--- config.mk ---
export PLATFORM = sky130hd
export DESIGN_NAME = wb_mem_tester
export DESIGN_NICKNAME = d
export VERILOG_FILES = /design/src/rtl/wb_mem_tester.sv
export SDC_FILE = /design/constraint.sdc
export NUM_CORES = 1
export LEC_CHECK = 0
export ABC_AREA = 1
export CELL_PAD_IN_SITES_DETAIL_PLACEMENT = 0
export CELL_PAD_IN_SITES_GLOBAL_PLACEMENT = 1
export CORE_MARGIN = 8
export CORE_UTILIZATION = 34
export CTS_CLUSTER_DIAMETER = 60
export CTS_CLUSTER_SIZE = 8
export DETAILED_ROUTE_END_ITERATION = 10
export PLACE_DENSITY = 0.76
export REMOVE_ABC_BUFFERS = 1
export SLEW_MARGIN = 15
export SYNTH_ARGS = -nofsm -noshare
export SYNTH_HDL_FRONTEND = slang
export SYNTH_SLANG_ARGS = --single-unit
--- constraint.sdc ---
create_clock -name wb_clk_i -period 3.7 [get_ports wb_clk_i]
set_clock_uncertainty 0.1 [all_clocks]
set_input_delay 0.74 -clock wb_clk_i [delete_from_list [all_inputs] [get_ports wb_clk_i]]
set_output_delay 0.74 -clock wb_clk_i [all_outputs]
set_load 0.01 [all_outputs]
--- src/rtl/wb_mem_tester.sv ---
// Pipelined Wishbone B4 initiator that fills a word range with seed+i or reads it back and
// counts mismatches against the same pattern.
module wb_mem_tester #(
  parameter int unsigned WB_DATA_WIDTH   = 32,
  parameter int unsigned WB_ADDR_WIDTH   = 32,
  parameter int unsigned LEN_WIDTH       = 16,
  parameter int unsigned MAX_OUTSTANDING = 4
) (
  input  logic                       wb_clk_i,
  input  logic                       wb_rst_i,
  input  logic                       cmd_start_i,
  input  logic                       cmd_check_i,
  input  logic [WB_ADDR_WIDTH-1:0]   cmd_base_i,
  input  logic [LEN_WIDTH-1:0]       cmd_count_i,
  input  logic [WB_DATA_WIDTH-1:0]   cmd_seed_i,
  output logic                       busy_o,
  output logic                       done_o,
  output logic                       err_o,
  output logic [LEN_WIDTH-1:0]       mismatch_cnt_o,
  output logic [WB_ADDR_WIDTH-1:0]   first_bad_adr_o,
  output logic [WB_ADDR_WIDTH-1:0]   wbm_adr_o,
  output logic [WB_DATA_WIDTH-1:0]   wbm_dat_o,
  input  logic [WB_DATA_WIDTH-1:0]   wbm_dat_i,
  output logic                       wbm_we_o,
  output logic [WB_DATA_WIDTH/8-1:0] wbm_sel_o,
  output logic                       wbm_stb_o,
  output logic                       wbm_cyc_o,
  input  logic                       wbm_ack_i,
  input  logic                       wbm_err_i,
  input  logic                       wbm_stall_i
);

  localparam int unsigned Bytes = WB_DATA_WIDTH / 8;
  localparam logic [WB_ADDR_WIDTH-1:0] AlignMask = {WB_ADDR_WIDTH{1'b1}} << $clog2(Bytes);

  typedef enum logic [1:0] {StIdle, StRun, StDrain, StFinish} state_e;

  state_e                   state_q, state_d;
  logic                     check_q, check_d;
  logic [WB_ADDR_WIDTH-1:0] base_q, base_d;
  logic [LEN_WIDTH-1:0]     count_q, count_d;
  logic [WB_DATA_WIDTH-1:0] seed_q, seed_d;
  logic [LEN_WIDTH-1:0]     issued_q, issued_d;
  logic [LEN_WIDTH-1:0]     retired_q, retired_d;
  logic                     stb_q, stb_d;
  logic                     err_q, err_d;
  logic [LEN_WIDTH-1:0]     mism_q, mism_d;
  logic [WB_ADDR_WIDTH-1:0] first_bad_q, first_bad_d;
  logic                     bad_seen_q, bad_seen_d;

  logic                 active, accept, retire;
  logic [LEN_WIDTH-1:0] outst_d;

  function automatic logic [WB_ADDR_WIDTH-1:0] word_adr(input logic [WB_ADDR_WIDTH-1:0] base,
                                                        input logic [LEN_WIDTH-1:0] idx);
    return base + WB_ADDR_WIDTH'(idx) * WB_ADDR_WIDTH'(Bytes);
  endfunction

  always_comb begin
    state_d     = state_q;
    check_d     = check_q;
    base_d      = base_q;
    count_d     = count_q;
    seed_d      = seed_q;
    stb_d       = stb_q;
    err_d       = err_q;
    mism_d      = mism_q;
    first_bad_d = first_bad_q;
    bad_seen_d  = bad_seen_q;

    active = (state_q == StRun) || (state_q == StDrain);
    accept = stb_q && !wbm_stall_i;
    // Responses with nothing outstanding are spurious and dropped.
    retire = active && (wbm_ack_i || wbm_err_i) && (issued_q != retired_q);

    issued_d  = issued_q + LEN_WIDTH'(accept);
    retired_d = retired_q + LEN_WIDTH'(retire);
    outst_d   = issued_d - retired_d;

    if (retire && wbm_err_i) err_d = 1'b1;

    if (retire && !wbm_err_i && check_q &&
        (wbm_dat_i != (seed_q + WB_DATA_WIDTH'(retired_q)))) begin
      if (mism_q != {LEN_WIDTH{1'b1}}) mism_d = mism_q + LEN_WIDTH'(1);
      if (!bad_seen_q) begin
        bad_seen_d  = 1'b1;
        first_bad_d = word_adr(base_q, retired_q);
      end
    end

    unique case (state_q)
      StIdle: begin
        if (cmd_start_i) begin
          check_d     = cmd_check_i;
          base_d      = cmd_base_i & AlignMask;
          count_d     = cmd_count_i;
          seed_d      = cmd_seed_i;
          issued_d    = '0;
          retired_d   = '0;
          err_d       = 1'b0;
          mism_d      = '0;
          first_bad_d = '0;
          bad_seen_d  = 1'b0;
          stb_d       = (cmd_count_i != '0);
          state_d     = (cmd_count_i == '0) ? StFinish : StRun;
        end
      end
      StRun: begin
        if ((retire && wbm_err_i) || (issued_d == count_q)) begin
          stb_d   = 1'b0;
          state_d = StDrain;
        end else begin
          stb_d = (outst_d < LEN_WIDTH'(MAX_OUTSTANDING));
        end
      end
      StDrain: begin
        if (outst_d == '0) state_d = StFinish;
      end
      StFinish: state_d = StIdle;
      default:  state_d = StIdle;
    endcase
  end

  always_ff @(posedge wb_clk_i) begin
    if (wb_rst_i) begin
      state_q     <= StIdle;
      check_q     <= 1'b0;
      base_q      <= '0;
      count_q     <= '0;
      seed_q      <= '0;
      issued_q    <= '0;
      retired_q   <= '0;
      stb_q       <= 1'b0;
      err_q       <= 1'b0;
      mism_q      <= '0;
      first_bad_q <= '0;
      bad_seen_q  <= 1'b0;
    end else begin
      state_q     <= state_d;
      check_q     <= check_d;
      base_q      <= base_d;
      count_q     <= count_d;
      seed_q      <= seed_d;
      issued_q    <= issued_d;
      retired_q   <= retired_d;
      stb_q       <= stb_d;
      err_q       <= err_d;
      mism_q      <= mism_d;
      first_bad_q <= first_bad_d;
      bad_seen_q  <= bad_seen_d;
    end
  end

  assign busy_o          = (state_q != StIdle);
  assign done_o          = (state_q == StFinish);
  assign err_o           = err_q;
  assign mismatch_cnt_o  = mism_q;
  assign first_bad_adr_o = first_bad_q;
  assign wbm_cyc_o       = active;
  assign wbm_stb_o       = stb_q;
  assign wbm_we_o        = stb_q && !check_q;
  assign wbm_sel_o       = {Bytes{stb_q}};
  assign wbm_adr_o       = stb_q ? word_adr(base_q, issued_q) : '0;
  assign wbm_dat_o       = (stb_q && !check_q) ? (seed_q + WB_DATA_WIDTH'(issued_q)) : '0;

endmodule

# After elaboration in Yosys (flattened, before gate mapping)
# Cells that the tools add are included.
# totals
in_bits	119
word_cells	82
reg_bits	164
# op_classes
order_cmp	1
addsub	8
reduce_logical	23
mux	28
eq_ne	10
# op_table
op	n
$mux W32	6
$mux W16	8
$add A32 B16 Y32	2
$add A32 B18 Y32	2
$add A16 B1 Y16	2
$logic_not A16 Y1	2
$ne A32 B32 Y1	1
$add A16 B1 Y16 const B	1
$eq A16 B16 Y1	1
$lt A16 B3 Y1 const B	1
$ne A16 B16 Y1	1
$ne A16 B16 Y1 const B	1
$reduce_bool A16 Y1	1
$sub A16 B16 Y16	1
$logic_and A1 B1 Y1	8
$mux W1	8
$mux W2	4
$pmux W2 S4	1
$eq A2 B2 Y1 const B	2
$ne A2 B1 Y1 const B	2
$reduce_and A2 Y1	2
$reduce_bool A2 Y1	2
$logic_not A1 Y1	3
$logic_or A1 B1 Y1	3
5 further kinds	5

# Depth between registers and ports, before layout
# logic_depth
word_depth	10
ltp_mapped	30
ltp_nobuf	30

# Worst setup path after synthesis
# OpenSTA, ideal clock, no wires.
# synth_timing
path_kind	register to register
from	reg state_q[0]
to	reg state_q[0]
setup_slack_ps	-156
path_buffers	0
setup_time_ps	115
stages_incl_launch_ff	30
period_less_slack_ps	3856
arrival_time_ps	3641
t_required_ps	3485
cell_sequence	dfxtp_1 -> inv_1 -> ha_1 -> inv_1 -> a21oi_1 -> nand2_1 -> nand2_1 -> ha_1 -> ha_1 -> nand2_1 -> nor2_4 -> nand2_1 -> nor3_1 -> nand2_1 -> xor2_1 -> ha_1 -> nand2_1 -> nand2_1 -> a21oi_1 -> o21bai_1 -> a21oi_1 -> nand2_1 -> nand2_1 -> nand2_1 -> nor2_1 -> nand3_1 -> nand2_1 -> nand3_1 -> nand2_1 -> nor2_1
# synth_between
elab_chain_cells	9
elab_cells_between_ends	17
cone_classes	add/sub (2); eq/ne (6); mux (1); reduce/logical (8)
# synth_rtl
item	line	text
start: declaration	38	state_e state_q, state_d;
start signal: assignment	126	state_q <= StIdle;
start signal: assignment	139	state_q <= state_d;
$eq A2 B1 Y1 or $eq A2 B2 Y1 (tied branches)	71	active = (state_q == StRun) || (state_q == StDrain);
$logic_or A1 B1 Y1 (*)	71	
net wbm_cyc_o	27	output logic wbm_cyc_o,
$logic_and A1 B1 Y1 (*) (2 in a row)	74	retire = active && (wbm_ack_i || wbm_err_i) && (issued_q != retired_q);
$add A16 B1 Y16	77	retired_d = retired_q + LEN_WIDTH'(retire);
$sub A16 B16 Y16	78	outst_d = issued_d - retired_d;
$logic_not A16 Y1	117	if (outst_d == '0) state_d = StFinish;
$ne A2 B1 Y1 (no line)	n/a	
$reduce_and A3 Y1 (no line) (*)	n/a	
# Mark *: on every way through the listed nets, which the timed path passes. The rest lies on a longest branch.
# A chain may end at the register's enable or synchronous reset.

# Final worst setup path
# layout_timing
from	reg issued_q[2]
to	reg state_q[1]
# layout_between
elab_chain_cells	7
elab_cells_between_ends	12
cone_classes	add/sub (3); eq/ne (4); reduce/logical (5)
# layout_rtl
item	line	text
start: declaration	43	logic [LEN_WIDTH-1:0] issued_q, issued_d;
start signal: assignment	144	issued_q <= issued_d;
$ne A16 B16 Y1	74	
$logic_and A1 B1 Y1	74	
$add A16 B1 Y16	77	
$sub A16 B16 Y16	78	
$logic_not A16 Y1	117	
$ne A2 B1 Y1 (no line)	n/a	
$reduce_and A3 Y1 (no line) (*)	n/a	
# Mark *: on every way between the ends. The rest lies on a longest branch, timed or not.

==> metrics.md <==
| Metric | Value |
|---|---|
| CP Data Required Time | 3.95 ns |
| Biggest cell delay along the critical path | 0.36 ns |
| Fmax | 0.2544 GHz |
| Final Cycle Share | 1.062 |
| Sw Share | 0.4124 |
| Total power | 7.661 mW |
| Setup Viol. Count Final | 24 |
| Core Box Area | 0.03856 mm^2 |
| H-tree depth | 4 |
| Antenna Nets Post-Route | 0 |
| CP max-delay cell | dfxtp_4 |
| FF-to-FF End | state_q[1] |
| Post-DP Area | 0.01766 mm^2 |
| Clk root buf | clkbuf_16 |
| CTS tree | built |
| Initial drt markers | 812 |
| Min Tclk post-route | 3.931 ns |
| Clock slew at reported path FFs | 0.07 ns |
| CP Class | reg -> reg |
| Worst slew margin | 0.1787 |
| # nets final | 2805 |
| Top FF cell, synth | dfxtp_1 |
| Gr usage total | 0.2225 |
| Syn avg cell area | 6.177 um^2 |
| Violated checks | negative setup slack |
| Vias in the first global route | 14860 |
| Post-DP HPWL | 40.98 mm |
| Full die area | 0.04545 mm^2 |
| Clock Power Share | 0.251 |
| Status | finished with violations |
| IO buf count | 236 |
| Startpoint types | register |
| DIE WIDTH | 213.2 um |
| Initial Util | 0.3428 |
| Worst setup margin | -0.2310 ns |
| Final Util | 0.5086 |
| RD Place Congestion | 0.8991 |
| Deepest clock path buffer count | 2 |
| Largest net degree at the start of global routing | 104 |
| Critical path data arrival time | 4.18 ns |
| Min-delay src | first_bad_adr_o[0] |
| Ports | 241 |
| Worst Reg-to-Reg Cells | 30 |
| Proportion of layout cells with a drive suffix above 1 | 0.2281 |
| Seq pwr share | 0.299 |
| Pwr per Cell Area | 390.7 mW/mm^2 |
| Row cnt | 72 |
| Net switching power | 3.159 mW |
| Die Height | 213.2 um |
| Worst hold endpoint | first_bad_adr_o[0] |
| Leakage power | 9.081 nW |
| Power share of the combinational group | 0.450 |
| Largest fanout on the critical path | 4 |
| Async SR Flop Fraction | 0 |
| Worst Hold Path Cells | 2 |
| Internal power | 4.502 mW |
| Synthesis Warnings | 0 |
| EDFF count, synth | 0 |
| Worst hold path type | reg -> reg |
| Area Growth Syn to Fin | 48.35% |
| Vias per cell | 4.845 |
| RSZ-0062 raised after global routing | true |
| Clk Latency, worst-skew pair | 0.46 ns |
| Seq cells post-synth | 164 |
| Hold Fails Final Rpt | 0 |
| CTS Sinks | 164 |
| Library cells used by synthesis | 50 |
| Post-Syn Area | 0.01322 mm^2 |
| Cells after Synth | 2140 |
| Wirelength per Cell | 16.58 um |
| Vias | 15180 |
| Maximum VDD drop | 285.7 uV |
| Cts bufs inserted | 17 |
| DRC Markers | 0 |
| Slew Viols, Final | 0 |
| Total gr overflow | 0 |
| Place WS | -0.8370 ns |
| Fin area | 0.01961 mm^2 |
| Most used cell, CP | nand2_2 |
| Hold_buf cts | 0 |
| Critical R2R Launch | issued_q[2] |
| First-pass GRT wire length | 80.00 mm |
| Crit path capture type | register |
| Routed WL | 51.96 mm |
| Antenna violations before repair | 0 |
| Seq/Total Area, Yosys | 0.2484 |
| Max Cap Viol | 0 |
| DRT Pass-1 Iters | 5 |
| Worst Tran Pin Value | 1.229 ns |
| R2r setup slk | -0.23 ns |
metrics by stage:
stage	hold slack, ns	setup TNS, ns	cells
5_1_grt	0.3902	-8.339	3131
2_1_floorplan	0.3463	-131.22	2074
6_report	0.3583	-3.297	3133
4_1_cts	0.3634	-6.445	3109
3_3_place_gp	0.3404	-14.98	3054
3_5_place_dp	0.3528	-16.94	3054
cells in the mapped netlist (2+ instances only):
master | n | share of area
a21boi_0 | 7 | 0.0040
a21o_1 | 3 | 0.0017
a21oi_1 | 170 | 0.064
a31oi_1 | 5 | 0.0024
and3_1 | 2 | 0.00095
buf_1 | 6 | 0.0017
buf_2 | 5 | 0.0019
buf_4 | 9 | 0.0051
buf_6 | 4 | 0.0034
clkbuf_1 | 43 | 0.012
clkinv_1 | 2 | 0.00057
dfxtp_1 | 164 | 0.25
fa_1 | 4 | 0.0061
ha_1 | 82 | 0.078
inv_1 | 265 | 0.075
inv_2 | 12 | 0.0034
nand2_1 | 496 | 0.14
nand2_2 | 4 | 0.0019
nand3_1 | 121 | 0.046
nand3b_1 | 6 | 0.0034
nand4_1 | 66 | 0.031
nor2_1 | 308 | 0.087
nor2_2 | 6 | 0.0028
nor3_1 | 30 | 0.011
nor3_2 | 5 | 0.0038
nor4_1 | 9 | 0.0043
o211ai_1 | 3 | 0.0017
o21a_1 | 4 | 0.0023
o21ai_0 | 143 | 0.054
o21ai_1 | 14 | 0.0053
o21bai_1 | 6 | 0.0034
or2_2 | 6 | 0.0028
xnor2_1 | 34 | 0.023
xor2_1 | 80 | 0.053
kinds of logic (layout without fill, tap and decap cells):
group                      count (synthesis)  after routing  synth area share
DFF                                      164            164            0.2484
and+or+nand+nor                         1066           1067            0.3422
adders and majority gates                 86             86           0.08367
AOI/OAI and AO/OA                        361            361            0.1429
other                                      1              4         0.0002837
buffers and inverters                    346            817            0.1035
xor gates and xnor gates                 116            116           0.07903
layout by cell type, fill, tap and decap left out, drive strengths merged, types with 3 or more instances in the layout:
cell,instances
dlygate4sd2,4
nand4,66
nand3b,6
nand2,502
o21bai,6
a21o,3
a21oi,171
o21ai,158
ha,82
o21a,4
buf,307
nand3,122
dfxtp,164
or2,7
xor2,80
a31oi,5
nor3,35
o211ai,3
clkdlybuf4s50,189
a21boi,8
nor4,10
nor2,315
clkinvlp,5
inv,284
xnor2,34
fa,4
clkbuf,22
critical path, delay by kind of cell, from the launching register on:
kind	cells	cell delay, ns
adder cells (fa/ha/maj)	3	0.55
AO/OA/AOI/OAI	4	0.53
buffers and inverters	1	0.11
AND/OR/NAND/NOR	21	1.94
flip-flops	1	0.36
XOR/XNOR	1	0.24
sequential cells by signal, indices dropped and copies added, names as in the netlist:
name / count
bad_seen_q: 1
base_q: 30
check_q: 1
count_q: 16
err_o: 1
first_bad_adr_o: 32
issued_q: 16
mismatch_cnt_o: 16
retired_q: 16
seed_q: 32
state_q: 2
wbm_stb_o: 1
what timing repair did:
item                                   4_1_cts  5_1_grt
cloned                                       0        1
setup endpoints to repair                   52       99
gates resized for setup                    333      158
pin swaps                                   62       95
endpoints found under the hold margin        0        0
setup buffers                               25       26
how the worst max path moves through the flow:
stage | to | slack [ns] | startpoint | cells after the start
finish | state_q[1] | -0.23 | issued_q[2] | 30
global route | state_q[1] | -0.49 | retired_q[10] | 30
CTS | state_q[0] | -0.37 | retired_q[14] | 30
detailed placement | state_q[1] | -0.84 | wbm_err_i | 26
global placement | state_q[0] | -0.73 | wbm_err_i | 26
floorplan | issued_q[2] | -1.91 | cmd_start_i | 5
routing by layer:
metal,up-vias,part of all wire,GRT usage
li1,7862,-,-
met1,6981,0.47,0.2970
met2,304,0.47,0.3796
met3,32,0.048,0.02994
met4,0,0.0098,0.04443
met5,-,0,0
power by group through the flow:
stage / logic (mW) / registers (mW) / clock network (mW)
floorplan: 1.69 / 2.28 / 0
global placement: 3.13 / 2.29 / 0
detailed placement: 3.16 / 2.30 / 0
CTS: 3.26 / 2.27 / 1.97
global route: 3.80 / 2.33 / 2.04
finish: 3.45 / 2.29 / 1.93
layout make-up:
type | instances | area, um^2
fill | 3951 | 18950
multi-input combinational | 1632 | 9683
timing repair buffer | 506 | 4314
sequential | 164 | 3304
inverter | 279 | 1050
tap | 518 | 648.1
clock buffer | 18 | 439.2
clock inverter | 14 | 166.4
antenna | 2 | 5.005
Note: power is estimated with default switching activity, not from simulation.
